<file path="src/rtl/sp_ctrl_pkg.sv">
// Shared types and constants for the stack-pointer controller.
package sp_ctrl_pkg;

    localparam int WORD_BYTES = 4;

    typedef enum logic [1:0] {
        OP_PUSH = 2'b00,
        OP_POP  = 2'b01,
        OP_ADJ  = 2'b10,
        OP_NOP  = 2'b11
    } core_op_e;

    typedef enum logic [1:0] {
        ST_INIT,
        ST_IDLE,
        ST_SAVE,
        ST_RESTORE
    } state_e;

    // A one-word frame still needs a 1-bit index field.
    function automatic int idx_width(input int ctx_words);
        return (ctx_words > 1) ? $clog2(ctx_words) : 1;
    endfunction

endpackage

</file>
<file path="src/rtl/sp_ctrl_if.sv">
// Request/response and stack-memory signals between decode/trap logic, memory and sp_ctrl.
interface sp_ctrl_if
    import sp_ctrl_pkg::*;
#(
    parameter int WIDTH     = 32,
    parameter int CTX_WORDS = 4
);
    localparam int IDX_W = idx_width(CTX_WORDS);

    logic             core_req;
    logic [1:0]       core_op;
    logic [WIDTH-1:0] core_imm;
    logic             core_gnt;
    logic             core_err;
    logic             trap_req;
    logic             trap_ret;
    logic             trap_ack;
    logic             trap_done;
    logic             trap_err;
    logic             mem_we;
    logic             mem_re;
    logic [WIDTH-1:0] mem_addr;
    logic [IDX_W-1:0] mem_idx;
    logic             mem_rdy;

    modport master (
        output core_req, core_op, core_imm, trap_req, trap_ret, mem_rdy,
        input  core_gnt, core_err, trap_ack, trap_done, trap_err,
               mem_we, mem_re, mem_addr, mem_idx
    );

    modport slave (
        input  core_req, core_op, core_imm, trap_req, trap_ret, mem_rdy,
        output core_gnt, core_err, trap_ack, trap_done, trap_err,
               mem_we, mem_re, mem_addr, mem_idx
    );

endinterface

</file>
<file path="src/rtl/sp_bound_chk.sv">
// Combinational stack range check; candidate carries one extra bit so wrap-around lands out of range.
module sp_bound_chk #(
    parameter int WIDTH = 32
) (
    input  logic [WIDTH:0]   cand,
    input  logic [WIDTH-1:0] limit,
    input  logic [WIDTH-1:0] base,
    output logic             in_range
);

    assign in_range = (cand >= {1'b0, limit}) && (cand <= {1'b0, base});

endmodule

</file>
<file path="src/rtl/sp_ctrl.sv">
// Stack-pointer controller: core push/pop/adjust and trap context save/restore bursts.
// Bounds checking is built only when SP_BOUNDS_CHECK_EN is defined.
//
// state   | meaning
// INIT    | load STACK_BASE into SP, one cycle
// IDLE    | arbitrate trap_ret > trap_req > core_req
// SAVE    | push CTX_WORDS context words, idx 0..N-1
// RESTORE | pop CTX_WORDS context words, idx N-1..0
module sp_ctrl
    import sp_ctrl_pkg::*;
#(
    parameter int               WIDTH       = 32,
    parameter logic [WIDTH-1:0] STACK_BASE  = WIDTH'(32'h0000_1000),
    parameter logic [WIDTH-1:0] STACK_LIMIT = WIDTH'(32'h0000_0800),
    parameter int               CTX_WORDS   = 4
) (
    input  logic             clk,
    input  logic             rstn,
    input  logic [WIDTH-1:0] sp_q,
    output logic             sp_en,
    output logic [WIDTH-1:0] sp_in,
    sp_ctrl_if.slave         bus
);

    localparam int               IDX_W     = idx_width(CTX_WORDS);
    localparam logic [WIDTH-1:0] STEP      = WIDTH'(WORD_BYTES);
    localparam logic [WIDTH-1:0] FRAME     = WIDTH'(WORD_BYTES * CTX_WORDS);
    localparam logic [IDX_W-1:0] LAST_BEAT = IDX_W'(CTX_WORDS - 1);

    state_e           state_q, state_d;
    logic [IDX_W-1:0] left_q, left_d;
    core_op_e         op;
    logic [WIDTH-1:0] imm_al;
    logic [WIDTH-1:0] core_next;
    logic             core_ok;
    logic             frame_ok;
    logic             unused_imm;

    assign op         = core_op_e'(bus.core_op);
    assign imm_al     = {bus.core_imm[WIDTH-1:2], 2'b00};
    assign unused_imm = ^bus.core_imm[1:0];

    always_comb begin
        core_next = sp_q;
        case (op)
            OP_PUSH: core_next = sp_q - STEP;
            OP_POP:  core_next = sp_q + STEP;
            OP_ADJ:  core_next = sp_q + imm_al;
            default: core_next = sp_q;
        endcase
    end

`ifdef SP_BOUNDS_CHECK_EN
    logic [WIDTH:0] core_cand;
    logic [WIDTH:0] frame_cand;

    // Signed adjust is sign-extended into the extra bit so underflow shows as a huge value.
    always_comb begin
        core_cand = {1'b0, sp_q};
        case (op)
            OP_PUSH: core_cand = {1'b0, sp_q} - {1'b0, STEP};
            OP_POP:  core_cand = {1'b0, sp_q} + {1'b0, STEP};
            OP_ADJ:  core_cand = {1'b0, sp_q} + {imm_al[WIDTH-1], imm_al};
            default: core_cand = {1'b0, sp_q};
        endcase
    end

    assign frame_cand = bus.trap_ret ? ({1'b0, sp_q} + {1'b0, FRAME})
                                     : ({1'b0, sp_q} - {1'b0, FRAME});

    sp_bound_chk #(.WIDTH(WIDTH)) u_chk_core (
        .cand     (core_cand),
        .limit    (STACK_LIMIT),
        .base     (STACK_BASE),
        .in_range (core_ok)
    );

    sp_bound_chk #(.WIDTH(WIDTH)) u_chk_frame (
        .cand     (frame_cand),
        .limit    (STACK_LIMIT),
        .base     (STACK_BASE),
        .in_range (frame_ok)
    );
`else
    assign core_ok  = 1'b1;
    assign frame_ok = 1'b1;
`endif

    always_ff @(posedge clk) begin
        if (!rstn) begin
            state_q <= ST_INIT;
            left_q  <= '0;
        end else begin
            state_q <= state_d;
            left_q  <= left_d;
        end
    end

    always_comb begin
        state_d       = state_q;
        left_d        = left_q;
        sp_en         = 1'b0;
        sp_in         = '0;
        bus.core_gnt  = 1'b0;
        bus.core_err  = 1'b0;
        bus.trap_ack  = 1'b0;
        bus.trap_done = 1'b0;
        bus.trap_err  = 1'b0;
        bus.mem_we    = 1'b0;
        bus.mem_re    = 1'b0;
        bus.mem_addr  = '0;
        bus.mem_idx   = '0;

        case (state_q)
            ST_INIT: begin
                sp_en   = 1'b1;
                sp_in   = STACK_BASE;
                state_d = ST_IDLE;
            end

            ST_IDLE: begin
                // A pending trap blocks the core even while memory is not ready.
                if (bus.trap_ret || bus.trap_req) begin
                    if (bus.mem_rdy) begin
                        if (frame_ok) begin
                            bus.trap_ack = 1'b1;
                            left_d       = LAST_BEAT;
                            state_d      = bus.trap_ret ? ST_RESTORE : ST_SAVE;
                        end else begin
                            bus.trap_err = 1'b1;
                        end
                    end
                end else if (bus.core_req) begin
                    case (op)
                        OP_PUSH, OP_POP: begin
                            if (bus.mem_rdy) begin
                                if (core_ok) begin
                                    bus.core_gnt = 1'b1;
                                    sp_en        = 1'b1;
                                    sp_in        = core_next;
                                    bus.mem_we   = (op == OP_PUSH);
                                    bus.mem_re   = (op == OP_POP);
                                    bus.mem_addr = (op == OP_PUSH) ? core_next : sp_q;
                                end else begin
                                    bus.core_err = 1'b1;
                                end
                            end
                        end
                        OP_ADJ: begin
                            if (core_ok) begin
                                bus.core_gnt = 1'b1;
                                sp_en        = 1'b1;
                                sp_in        = core_next;
                            end else begin
                                bus.core_err = 1'b1;
                            end
                        end
                        default: bus.core_gnt = 1'b1;
                    endcase
                end
            end

            ST_SAVE: begin
                bus.mem_we   = 1'b1;
                bus.mem_addr = sp_q - STEP;
                bus.mem_idx  = LAST_BEAT - left_q;
                if (bus.mem_rdy) begin
                    sp_en = 1'b1;
                    sp_in = sp_q - STEP;
                    if (left_q == '0) begin
                        bus.trap_done = 1'b1;
                        state_d       = ST_IDLE;
                    end else begin
                        left_d = left_q - 1'b1;
                    end
                end
            end

            ST_RESTORE: begin
                bus.mem_re   = 1'b1;
                bus.mem_addr = sp_q;
                bus.mem_idx  = left_q;
                if (bus.mem_rdy) begin
                    sp_en = 1'b1;
                    sp_in = sp_q + STEP;
                    if (left_q == '0) begin
                        bus.trap_done = 1'b1;
                        state_d       = ST_IDLE;
                    end else begin
                        left_d = left_q - 1'b1;
                    end
                end
            end

            default: state_d = ST_INIT;
        endcase

        if (!rstn) begin
            sp_en         = 1'b0;
            sp_in         = '0;
            bus.core_gnt  = 1'b0;
            bus.core_err  = 1'b0;
            bus.trap_ack  = 1'b0;
            bus.trap_done = 1'b0;
            bus.trap_err  = 1'b0;
            bus.mem_we    = 1'b0;
            bus.mem_re    = 1'b0;
            bus.mem_addr  = '0;
            bus.mem_idx   = '0;
        end
    end

endmodule
</file>
<file path="src/flat_wrapper.sv">
// flat-port wrapper written by rule: the top's interface ports become plain ports
module sp_ctrl_flat import sp_ctrl_pkg::*;
#(
    parameter int               WIDTH       = 32,
    parameter logic [WIDTH-1:0] STACK_BASE  = WIDTH'(32'h0000_1000),
    parameter logic [WIDTH-1:0] STACK_LIMIT = WIDTH'(32'h0000_0800),
    parameter int               CTX_WORDS   = 4
)
  (clk, rstn, sp_q, sp_en, sp_in, bus_core_req, bus_core_op, bus_core_imm, bus_trap_req, bus_trap_ret, bus_mem_rdy, bus_core_gnt, bus_core_err, bus_trap_ack, bus_trap_done, bus_trap_err, bus_mem_we, bus_mem_re, bus_mem_addr, bus_mem_idx);
  sp_ctrl_if #(.WIDTH(WIDTH), .CTX_WORDS(CTX_WORDS)) bus_i ();
  input  logic clk;
  input  logic rstn;
  input  logic [WIDTH-1:0] sp_q;
  output logic sp_en;
  output logic [WIDTH-1:0] sp_in;
  input wire logic [$bits(bus_i.core_req)-1:0] bus_core_req;
  input wire logic [$bits(bus_i.core_op)-1:0] bus_core_op;
  input wire logic [$bits(bus_i.core_imm)-1:0] bus_core_imm;
  input wire logic [$bits(bus_i.trap_req)-1:0] bus_trap_req;
  input wire logic [$bits(bus_i.trap_ret)-1:0] bus_trap_ret;
  input wire logic [$bits(bus_i.mem_rdy)-1:0] bus_mem_rdy;
  output wire logic [$bits(bus_i.core_gnt)-1:0] bus_core_gnt;
  output wire logic [$bits(bus_i.core_err)-1:0] bus_core_err;
  output wire logic [$bits(bus_i.trap_ack)-1:0] bus_trap_ack;
  output wire logic [$bits(bus_i.trap_done)-1:0] bus_trap_done;
  output wire logic [$bits(bus_i.trap_err)-1:0] bus_trap_err;
  output wire logic [$bits(bus_i.mem_we)-1:0] bus_mem_we;
  output wire logic [$bits(bus_i.mem_re)-1:0] bus_mem_re;
  output wire logic [$bits(bus_i.mem_addr)-1:0] bus_mem_addr;
  output wire logic [$bits(bus_i.mem_idx)-1:0] bus_mem_idx;
  assign bus_i.core_req = bus_core_req;
  assign bus_i.core_op = bus_core_op;
  assign bus_i.core_imm = bus_core_imm;
  assign bus_i.trap_req = bus_trap_req;
  assign bus_i.trap_ret = bus_trap_ret;
  assign bus_i.mem_rdy = bus_mem_rdy;
  assign bus_core_gnt = bus_i.core_gnt;
  assign bus_core_err = bus_i.core_err;
  assign bus_trap_ack = bus_i.trap_ack;
  assign bus_trap_done = bus_i.trap_done;
  assign bus_trap_err = bus_i.trap_err;
  assign bus_mem_we = bus_i.mem_we;
  assign bus_mem_re = bus_i.mem_re;
  assign bus_mem_addr = bus_i.mem_addr;
  assign bus_mem_idx = bus_i.mem_idx;
  sp_ctrl #(.WIDTH(WIDTH), .STACK_BASE(STACK_BASE), .STACK_LIMIT(STACK_LIMIT), .CTX_WORDS(CTX_WORDS)) u_core (.clk(clk), .rstn(rstn), .sp_q(sp_q), .sp_en(sp_en), .sp_in(sp_in), .bus(bus_i));
endmodule
</file>
<file path="config.mk">
export PLATFORM = sky130hd
export DESIGN_NAME = sp_ctrl_flat
export DESIGN_NICKNAME = d
export VERILOG_FILES = /design/src/rtl/sp_ctrl_pkg.sv /design/src/rtl/sp_ctrl_if.sv /design/src/rtl/sp_bound_chk.sv /design/src/rtl/sp_ctrl.sv /design/src/flat_wrapper.sv
export SDC_FILE = /design/constraint.sdc
export NUM_CORES = 1
export LEC_CHECK = 0
export CORE_ASPECT_RATIO = 1.4
export CORE_MARGIN = 8
export CORE_UTILIZATION = 45
export CTS_CLUSTER_SIZE = 16
export DETAILED_ROUTE_END_ITERATION = 8
export GPL_ROUTABILITY_DRIVEN = 0
export PLACE_DENSITY = 0.78
export SLEW_MARGIN = 20
export SYNTH_ARGS = -nofsm -noshare
export SYNTH_HDL_FRONTEND = slang
export SYNTH_SLANG_ARGS = --single-unit
</file>
<file path="constraint.sdc">
create_clock -name clk -period 3.5 [get_ports clk]
set_input_delay 0.7 -clock clk [delete_from_list [all_inputs] [get_ports clk]]
set_output_delay 0.7 -clock clk [all_outputs]
set_load 0.03 [all_outputs]
</file>
==> flow_metrics.py, run 1 <==
metrics = {
    "die": {
        "rows": 47,
        "die_w_um": 109,
        "die_h_um": 147,
        "design.portCount": 146,
        "start_util_pct": 46.2,
    },
    "synthesis": {
        "synth_area_per_cell_um2": 6.28,
        "yosys_most_used_dff": "sky130_fd_sc_hd__dfxtp_1",
        "synth-edff-count": 0,
        "synth_compound_area_share_pct": 32.8,
        "multiplexer_area_fraction_after_synthesis_pct": 4.08,
        "ys.warnings.count": 0,
        "yosysUniqueCellTypes": 81,
        "synthCells": 875,
        "synth_seq_area_share_pct": 1.46,
        "synth.ff_latch_count": 4,
        "synthesis.area_um2": 5490,
        "synth_xor_area_share_pct": 12.4,
        "dominant_combinational_cell_family_by_area_after_synthesis": "simple AND/OR/NAND/NOR gates",
        "synth-simple-area-share_pct": 33.5,
        "synth-adder-area-share_pct": 8.57,
        "synth-async-reset-ratio_pct": 0,
    },
    "placed_design": {
        "place_hpwl_um": 20500,
        "io_buffers": 141,
        "detailedPlace.worstSlack_ns": -0.772,
    },
    "global_route": {
        "grt_start_max_net_pins": 21,
        "grt_usage_pct": 64.4,
        "grt_remaining_overflow": 14,
    },
    "cts": {
        "cts_root_cell": "sky130_fd_sc_hd__clkbuf_16",
        "cts_made_buffers": 3,
        "cts_max_level": 1,
        "clockBufferDepth": 2,
        "ctsHoldBuffers": 0,
        "cts.sink_count": 4,
    },
    "sta": {
        "worst_endpoint_type": "top-level output",
        "postGrtWorstEndpoint": "sp_in[30]",
    },
    "run_status": {
        "toolErrorMsg": "[ERROR GRT-0232] Routing congestion too high. Check the congestion heatmap in the GUI.",
        "run_status": "did not finish",
        "fail_step": "global routing",
    },
}
-- cells by family after synthesis --
group                    Yosys count
AO/OA/AOI/OAI                    278
flip-flops                         4
other                              1
adder cells (fa/ha/maj)           37
XOR/XNOR                          77
multiplexers                      21
AND/OR/NAND/NOR                  359
buffers and inverters             98
-- synth_stat cells (4+ instances only) --
cell type,n,area (um2)
sky130_fd_sc_hd__nor2_1,103,387
sky130_fd_sc_hd__a21oi_1,75,375
sky130_fd_sc_hd__nand2_1,73,274
sky130_fd_sc_hd__clkbuf_1,52,195
sky130_fd_sc_hd__o21ai_0,48,240
sky130_fd_sc_hd__xnor2_1,42,368
sky130_fd_sc_hd__nor3_1,37,185
sky130_fd_sc_hd__ha_1,36,450
sky130_fd_sc_hd__xor2_1,34,298
sky130_fd_sc_hd__nand3_1,30,150
sky130_fd_sc_hd__a22oi_1,25,188
sky130_fd_sc_hd__inv_1,21,78.8
sky130_fd_sc_hd__mux2i_1,19,190
sky130_fd_sc_hd__o22ai_1,18,113
sky130_fd_sc_hd__nand4_1,17,106
sky130_fd_sc_hd__and3_1,15,93.8
sky130_fd_sc_hd__buf_2,13,65.1
sky130_fd_sc_hd__a21o_1,12,90.1
sky130_fd_sc_hd__o21ai_1,12,60.1
sky130_fd_sc_hd__nor4_1,11,68.8
sky130_fd_sc_hd__and2_1,10,62.6
sky130_fd_sc_hd__nor2b_1,9,56.3
sky130_fd_sc_hd__or3_1,9,56.3
sky130_fd_sc_hd__a211oi_1,8,60.1
sky130_fd_sc_hd__a31oi_1,8,50.1
sky130_fd_sc_hd__and4_1,8,70.1
sky130_fd_sc_hd__nand2b_1,8,50.1
sky130_fd_sc_hd__buf_1,7,26.3
sky130_fd_sc_hd__nor4_2,6,75.1
sky130_fd_sc_hd__o21a_1,5,37.5
sky130_fd_sc_hd__a221oi_1,4,35.0
sky130_fd_sc_hd__a22o_1,4,35.0
sky130_fd_sc_hd__a311oi_1,4,35.0
sky130_fd_sc_hd__a32oi_1,4,35.0
sky130_fd_sc_hd__dfxtp_1,4,80.1
sky130_fd_sc_hd__o2111ai_1,4,35.0
sky130_fd_sc_hd__o211ai_1,4,30.0
sky130_fd_sc_hd__o21bai_1,4,30.0
sky130_fd_sc_hd__o221ai_1,4,35.0
-- what timing repair did --
item,in CTS
setup endpoints to repair,49
resized for setup,318
pin swaps,108
setup buffers,37
hold endpoints to repair,0
-- metrics by stage --
step | hold WS (ns) | std cells | area, um2 | util, %
2_1_floorplan | 0.494 | 876 | 5610 | -
3_3_place_gp | 0.509 | 1348 | 8770 | 73.8
3_5_place_dp | 0.510 | 1348 | 8770 | 73.8
4_1_cts | 0.518 | 1387 | 9930 | 83.6
-- per-layer routing --
| layer | track usage [%] | overflow |
|---|---|---|
| met5 | 21.0 | 0 |
| met4 | 62.8 | 5 |
| met3 | 49.2 | 1 |
| met2 | 79.1 | 8 |
| met1 | 64.8 | 0 |
==> inputs of run 2 (changes only) <==
- CORE_ASPECT_RATIO: 1.4 -> unset
- CORE_UTILIZATION: 45 -> 30
- CTS_CLUSTER_SIZE: 16 -> unset
- PLACE_DENSITY: 0.78 -> unset
- PLACE_DENSITY_LB_ADDON: unset -> 0.15
- clock period: 3.5 -> 4.5 ns (I/O delays scaled with it)
==> run 2 against run 1 <==
Net effect:
- the run now ends clean
- synthesized area is the same
- synthesized cell count is the same
==> flow_metrics.py, run 2 <==
metrics = {
    "hold_path": {
        "holdPathStages": 2,
        "whs_endpoint": "u_core.left_q[1]$_SDFFE_PN0P_",
        "worst_hold_path_type": "register to register",
        "hold_start": "u_core.left_q[1]$_SDFFE_PN0P_",
    },
    "synthesis": {
        "synthTopCellsByCount": "103 x sky130_fd_sc_hd__nor2_1, 75 x sky130_fd_sc_hd__a21oi_1, 73 x sky130_fd_sc_hd__nand2_1",
        "synthCells": 875,
        "synth.ff_latch_count": 4,
        "synthesis.area_um2": 5490,
        "synth.top_cells.by_area": "sky130_fd_sc_hd__ha_1 8.2%, sky130_fd_sc_hd__nor2_1 7.0%, sky130_fd_sc_hd__a21oi_1 6.8%",
        "synth-async-reset-ratio_pct": 0,
        "synth_area_per_cell_um2": 6.28,
        "synth-edff-count": 0,
        "synth.most_common_cell": "sky130_fd_sc_hd__nor2_1",
        "share_of_the_synthesized_area_in_the_top_cell_type_pct": 8.20,
        "yosys_most_used_dff": "sky130_fd_sc_hd__dfxtp_1",
        "yosysUniqueCellTypes": 81,
        "synth_seq_area_share_pct": 1.46,
        "ys.warnings.count": 0,
        "synthDominantAreaCellType": "sky130_fd_sc_hd__ha_1",
    },
    "layout": {
        "most-common-layout-cells": "218 x sky130_fd_sc_hd__buf_4, 103 x sky130_fd_sc_hd__nor2_1, 72 x sky130_fd_sc_hd__nand2_1, 71 x sky130_fd_sc_hd__clkdlybuf4s50_1, 69 x sky130_fd_sc_hd__a21oi_1",
        "fin_cells": 1360,
        "final_net_count": 1242,
        "biggestRegsByFlops": "u_core.left_q (2), u_core.state_q (2)",
        "fillers": 1870,
        "area_delta_synth_final_pct": 59.8,
        "multi_input_area_um2": 5350,
        "final_layout_size_suffix_gt1_share_pct": 27.4,
        "final_core_util_pct": 48.9,
        "n_antenna_cell": 0,
        "seqCellArea_um2": 80.1,
        "final_common_cell": "sky130_fd_sc_hd__buf_4",
    },
    "pwr": {
        "power_switching_mw": 0.632,
        "swShare_pct": 51.2,
        "clock_power_share_pct": 11.1,
        "design_power_total_mw": 1.23,
        "ir_worst_vdd_mv": 0.234,
        "internal_power_mw": 0.601,
        "p_leak_nw": 3.75,
        "power_frac_seq_pct": 4.5,
        "power_density_nw_per_um2": 140,
        "comb_power_share_pct": 84.4,
    },
    "global_route": {
        "grt_usage_pct": 22.0,
        "grt_remaining_overflow": 0,
        "grt_start_max_net_pins": 37,
        "first_global_vias": 7360,
        "grt_pass1_wl_um": 40500,
        "grt_antenna_before_repair": 0,
    },
    "route": {
        "dr.first_iter.drc_count": 630,
        "drtPass1Iterations": 5,
        "drt-wirelength-per-cell_um": 19.3,
        "antenna_left": 0,
        "route.vias.total": 7687,
        "detail_route.wirelength_um": 26200,
        "drc_errors": 0,
        "vias_per_cell": 5.65,
    },
    "sta": {
        "finalHoldViolCount": 0,
        "setup_slack_ns": 0.0680,
        "slew_viol_final": 0,
        "max_clock_freq_ghz": 0.226,
        "final_period_minus_worst_setup_slack_ns": 4.43,
        "period_share_pct": 98.5,
        "unrepaired_setup_endpoints_after_global_routing": "true",
        "tightest_slew_ns": 1.05,
        "setup_violations": 0,
        "worst_clock_skew_ns": 0.00236,
        "max-slew-margin-rel_pct": 29.4,
    },
    "die": {
        "die_w_um": 151,
        "rows": 49,
        "core_area_um2": 18000,
        "die_h_um": 151,
        "die_area_um2": 22900,
        "design.portCount": 146,
        "start_util_pct": 30.6,
    },
    "cts": {
        "tritoncts": "yes",
        "cts.reportedPaths.clkPinSlew_ns": 0.03,
        "cts.sink_count": 4,
        "ctsHoldBuffers": 0,
        "cts_made_buffers": 3,
        "cts_max_level": 1,
        "clock_latency_ns": 0.22,
        "cts_root_cell": "sky130_fd_sc_hd__clkbuf_16",
        "clockBufferDepth": 2,
    },
    "critical_path": {
        "timing.rr.start": "u_core.state_q[0]$_SDFFE_PN0P_",
        "most_used_cell_along_the_critical_path": "sky130_fd_sc_hd__a221o_1",
        "slowest_delay_ns": 0.44,
        "required_ns": 3.60,
        "critical_path_endpoint_category": "output pin",
        "critical_path_fanouts_max": 3,
        "worst_setup_path_startpoint": "sp_q[8]",
        "worst_setup_path_start_kind": "input pin",
        "worstRegToRegCells": 10,
        "arrival_ns": 3.53,
        "critical_path.cell_chain": "clkdlybuf4s50_1 -> ha_1 -> a21o_1 -> a221o_1 -> a221o_1 -> nand3_2 -> nand2_1 -> a2111o_1 -> o211ai_1 -> buf_4",
        "critical_path.reg2reg.endpoint": "u_core.left_q[0]$_SDFFE_PN0P_",
        "slack_of_the_worst_reg_to_reg_path_ns": 2.47,
        "crit_path_top_delay_cell": "sky130_fd_sc_hd__clkdlybuf4s50_1",
        "timing_worst_setup_path_type": "input pin to output pin",
    },
    "placed_design": {
        "detailedPlace.worstSlack_ns": -0.281,
        "place_hpwl_um": 20900,
        "io_buffers": 141,
        "placed_cells_incl_taps": 1351,
    },
    "run_status": {
        "run_status": "finished, final reports clean",
    },
    "run": {
        "maxCapViolations": 0,
    },
}
[run 2: cell counts after synthesis]
Identical to the previous run, type by type.
[run 2: worst max-delay path by stage]
stage          cells past startpoint        end
2_1_floorplan                     11  sp_in[10]
3_3_place_gp                      12  sp_in[10]
3_5_place_dp                      13  sp_in[30]
4_1_cts                           10  sp_in[25]
5_1_grt                           10  sp_in[25]
6_report                          10  sp_in[25]
[run 2: metal layers]
metal	global-route usage [%]	vias to the layer above	part of all wire, %
li1	-	3760	-
met1	29.8	3608	44
met2	36.0	282	46
met3	3.08	37	7.3
met4	4.95	0	2.0
met5	0	-	0
[run 2: cells by family after synthesis]
logic type                 synth area share [%]
and+or+nand+nor                            33.5
AOI/OAI and AO/OA                          32.8
buffers and inverters                      7.13
xor gates and xnor gates                   12.4
adders and majority gates                  8.57
muxes                                      4.08
DFF                                        1.46
other                                    0.0683
[run 2: worst max-delay path, delay by kind of cell]
family          cells  cell delay [ns]
fa+ha+maj           1             0.33
simple gates        2             0.22
compound gates      5             1.45
buf+inv             2             0.63
[run 2: final cells by class]
class                           instances  share of cell area (%)
Clock buffer                            3                   0.855
Inverter                               24                    1.03
Multi-Input combinational cell        774                    60.9
Sequential cell                         4                   0.912
Tap cell                              229                    3.26
Timing Repair Buffer                  326                    33.0
[run 2: per-stage QoR]
| step | instance area, um2 | TNS [ns] | hold slack, ns |
|---|---|---|---|
| floorplan | 5500 | 0 | 0.494 |
| global placement | 8270 | -2.91 | 0.526 |
| detailed placement | 8270 | -2.75 | 0.536 |
| CTS | 8520 | 0 | 0.542 |
| global route | 8780 | -0.0695 | 0.569 |
| finish | 8780 | 0 | 0.534 |
[run 2: repair_timing]
item                                    4_1_cts  5_1_grt
pin swaps                                    15       20
endpoints found under the setup margin       24       25
resized for setup                            41       46
buffers inserted                              3        4
[run 2: power groups by stage]
stage               registers [mW]  logic (mW)  clock network, mW
CTS                         0.0562        1.02              0.139
floorplan                   0.0525       0.580                  0
detailed placement          0.0569       0.993                  0
global placement            0.0566       0.987                  0
finish                      0.0561        1.04              0.137
global route                0.0571        1.13              0.142
Note: power is estimated with default switching activity, not from simulation.
==> inputs of run 3 (changes only) <==
- CORE_UTILIZATION: 30 -> 51
- SLEW_MARGIN: 20 -> 10
==> run 3 against run 2 <==
Net effect:
- sequential cell count stayed put
- count of clock-buffer cells in the layout stayed put
- global-route usage is 10 points higher
- largest power group unchanged
- clock skew is 0.00066 ns lower
==> flow_metrics.py, run 3 (same netlist as run 2, synthesis figures left out) <==
metrics = {
    "global_route": {
        "grt_start_max_net_pins": 27,
        "first_global_vias": 8045,
        "grt_pass1_wl_um": 39300,
        "grt_antenna_before_repair": 0,
        "grt_remaining_overflow": 0,
        "grt_usage_pct": 32.2,
    },
    "cts": {
        "cts_made_buffers": 3,
        "cts_root_cell": "sky130_fd_sc_hd__clkbuf_8",
        "cts.sink_count": 4,
        "clock_latency_ns": 0.22,
        "clockBufferDepth": 2,
        "cts.reportedPaths.clkPinSlew_ns": 0.03,
        "cts_max_level": 1,
        "tritoncts": "yes",
        "ctsHoldBuffers": 0,
    },
    "route": {
        "detail_route.wirelength_um": 25500,
        "route.vias.total": 8527,
        "antenna_left": 0,
        "drtPass1Iterations": 7,
        "drt-wirelength-per-cell_um": 19.7,
        "vias_per_cell": 6.60,
        "drc_errors": 0,
        "dr.first_iter.drc_count": 1383,
    },
    "die": {
        "start_util_pct": 51.6,
        "die_area_um2": 14300,
        "die_w_um": 120,
        "core_area_um2": 10700,
        "rows": 38,
        "die_h_um": 120,
        "design.portCount": 146,
    },
    "pwr": {
        "comb_power_share_pct": 89.0,
        "clock_power_share_pct": 6.4,
        "power_switching_mw": 0.644,
        "ir_worst_vdd_mv": 0.154,
        "internal_power_mw": 0.556,
        "power_density_nw_per_um2": 137,
        "power_frac_seq_pct": 4.7,
        "swShare_pct": 53.7,
        "p_leak_nw": 3.79,
    },
    "sta": {
        "max_clock_freq_ghz": 0.224,
        "tightest_slew_ns": 0.569,
        "setup_slack_ns": 0.0328,
        "slew_viol_final": 0,
        "setup_violations": 0,
        "worst_clock_skew_ns": 0.00170,
        "period_share_pct": 99.3,
        "tns_ns": 0,
        "max-slew-margin-rel_pct": 62.0,
        "final_period_minus_worst_setup_slack_ns": 4.47,
        "unrepaired_setup_endpoints_after_global_routing": "true",
        "finalHoldViolCount": 0,
    },
    "critical_path": {
        "critical_path_endpoint_category": "output pin",
        "required_ns": 3.60,
        "worst_setup_path_start_kind": "input pin",
        "arrival_ns": 3.57,
        "critical_path_fanouts_max": 6,
        "timing_worst_setup_path_type": "input pin to output pin",
    },
    "layout": {
        "biggestRegsByFlops": "u_core.left_q (2), u_core.state_q (2)",
        "final_net_count": 1263,
        "most-common-layout-cells": "235 x sky130_fd_sc_hd__buf_4, 101 x sky130_fd_sc_hd__nor2_1, 72 x sky130_fd_sc_hd__nand2_1, 67 x sky130_fd_sc_hd__a21oi_1, 64 x sky130_fd_sc_hd__clkdlybuf4s50_1",
        "final_core_util_pct": 82.1,
        "final_common_cell": "sky130_fd_sc_hd__buf_4",
        "area_delta_synth_final_pct": 59.1,
        "final_layout_size_suffix_gt1_share_pct": 29.5,
        "n_antenna_cell": 0,
    },
    "hold_path": {
        "worst_hold_path_type": "register to register",
    },
    "placed_design": {
        "place_hpwl_um": 18700,
        "io_buffers": 141,
        "detailedPlace.worstSlack_ns": -0.635,
    },
    "run": {
        "maxCapViolations": 0,
    },
    "run_status": {
        "run_status": "finished, final reports clean",
    },
}
## run 3: cell count changes in the layout (fill, tap and decap cells not counted), sizes merged
cell,delta
buf,+17
dlygate4sd2,+13
dlymetal6s2s,-3
clkdlybuf4s50,-7
clkdlybuf4s15,+1
## run 3: stage by stage
stage | std cells | hold slack, ns | instance area [um2] | total power [mW]
after global routing | 1292 | 0.566 | 8740 | 1.28
after global placement | 1263 | 0.514 | 8090 | 0.999
after floorplan | 876 | 0.494 | 5500 | 0.633
final | 1292 | 0.542 | 8740 | 1.20
after detailed placement | 1263 | 0.526 | 8090 | 1.01
after CTS | 1278 | 0.529 | 8340 | 1.12
## run 3: final timing paths
path | startpoint | end | slack (ns) | cells after the start
setup / recovery | sp_q[3] | bus_mem_addr[10] | 0.03 | 13
hold / removal | u_core.left_q[0]$_SDFFE_PN0P_ | u_core.left_q[0]$_SDFFE_PN0P_ | 0.54 | 2
setup reg to reg | u_core.state_q[0]$_SDFFE_PN0P_ | u_core.left_q[0]$_SDFFE_PN0P_ | 2.29 | 7
hold reg to reg | u_core.left_q[0]$_SDFFE_PN0P_ | u_core.left_q[0]$_SDFFE_PN0P_ | 0.54 | 2
## run 3: final cells by class
class	count	area, um2
timing repair buffer	347	2970
multi-input combinational	774	5390
inverter	24	90.1
sequential	4	80.1
fill	724	1910
tap	140	175
clock buffer	3	41.3
## run 3: metal layers
layer	vias to the layer above	share of wire [%]	track usage, %
met2	718	45	52.8
met3	177	12	5.59
met4	0	6.4	18.7
li1	3805	-	-
met1	3827	37	39.1
met5	-	0	0
## run 3: what timing repair did
action                     in CTS  in global routing
setup endpoints to repair      28                 30
gates cloned                    0                  0
pin swaps                      19                 33
gates resized for setup        59                 67
buffers inserted               12                 15
## run 3: power by group through the flow
stage	Combinational (mW)	Clock (mW)	Sequential (mW)
6_report	1.07	0.0762	0.0561
5_1_grt	1.14	0.0813	0.0573
4_1_cts	0.987	0.0773	0.0553
3_5_place_dp	0.959	0	0.0553
3_3_place_gp	0.944	0	0.0549
2_1_floorplan	0.580	0	0.0525
## run 3: critical path, stage by stage
cell	delay (ns)
sky130_fd_sc_hd__clkdlybuf4s15_1	0.19
sky130_fd_sc_hd__inv_2	0.08
sky130_fd_sc_hd__buf_6	0.10
sky130_fd_sc_hd__ha_4	0.12
sky130_fd_sc_hd__or3b_4	0.38
sky130_fd_sc_hd__buf_6	0.14
sky130_fd_sc_hd__or3_4	0.41
sky130_fd_sc_hd__or3_4	0.37
sky130_fd_sc_hd__xnor2_2	0.19
sky130_fd_sc_hd__buf_4	0.15
sky130_fd_sc_hd__a22oi_1	0.09
sky130_fd_sc_hd__a21oi_1	0.24
sky130_fd_sc_hd__buf_4	0.21
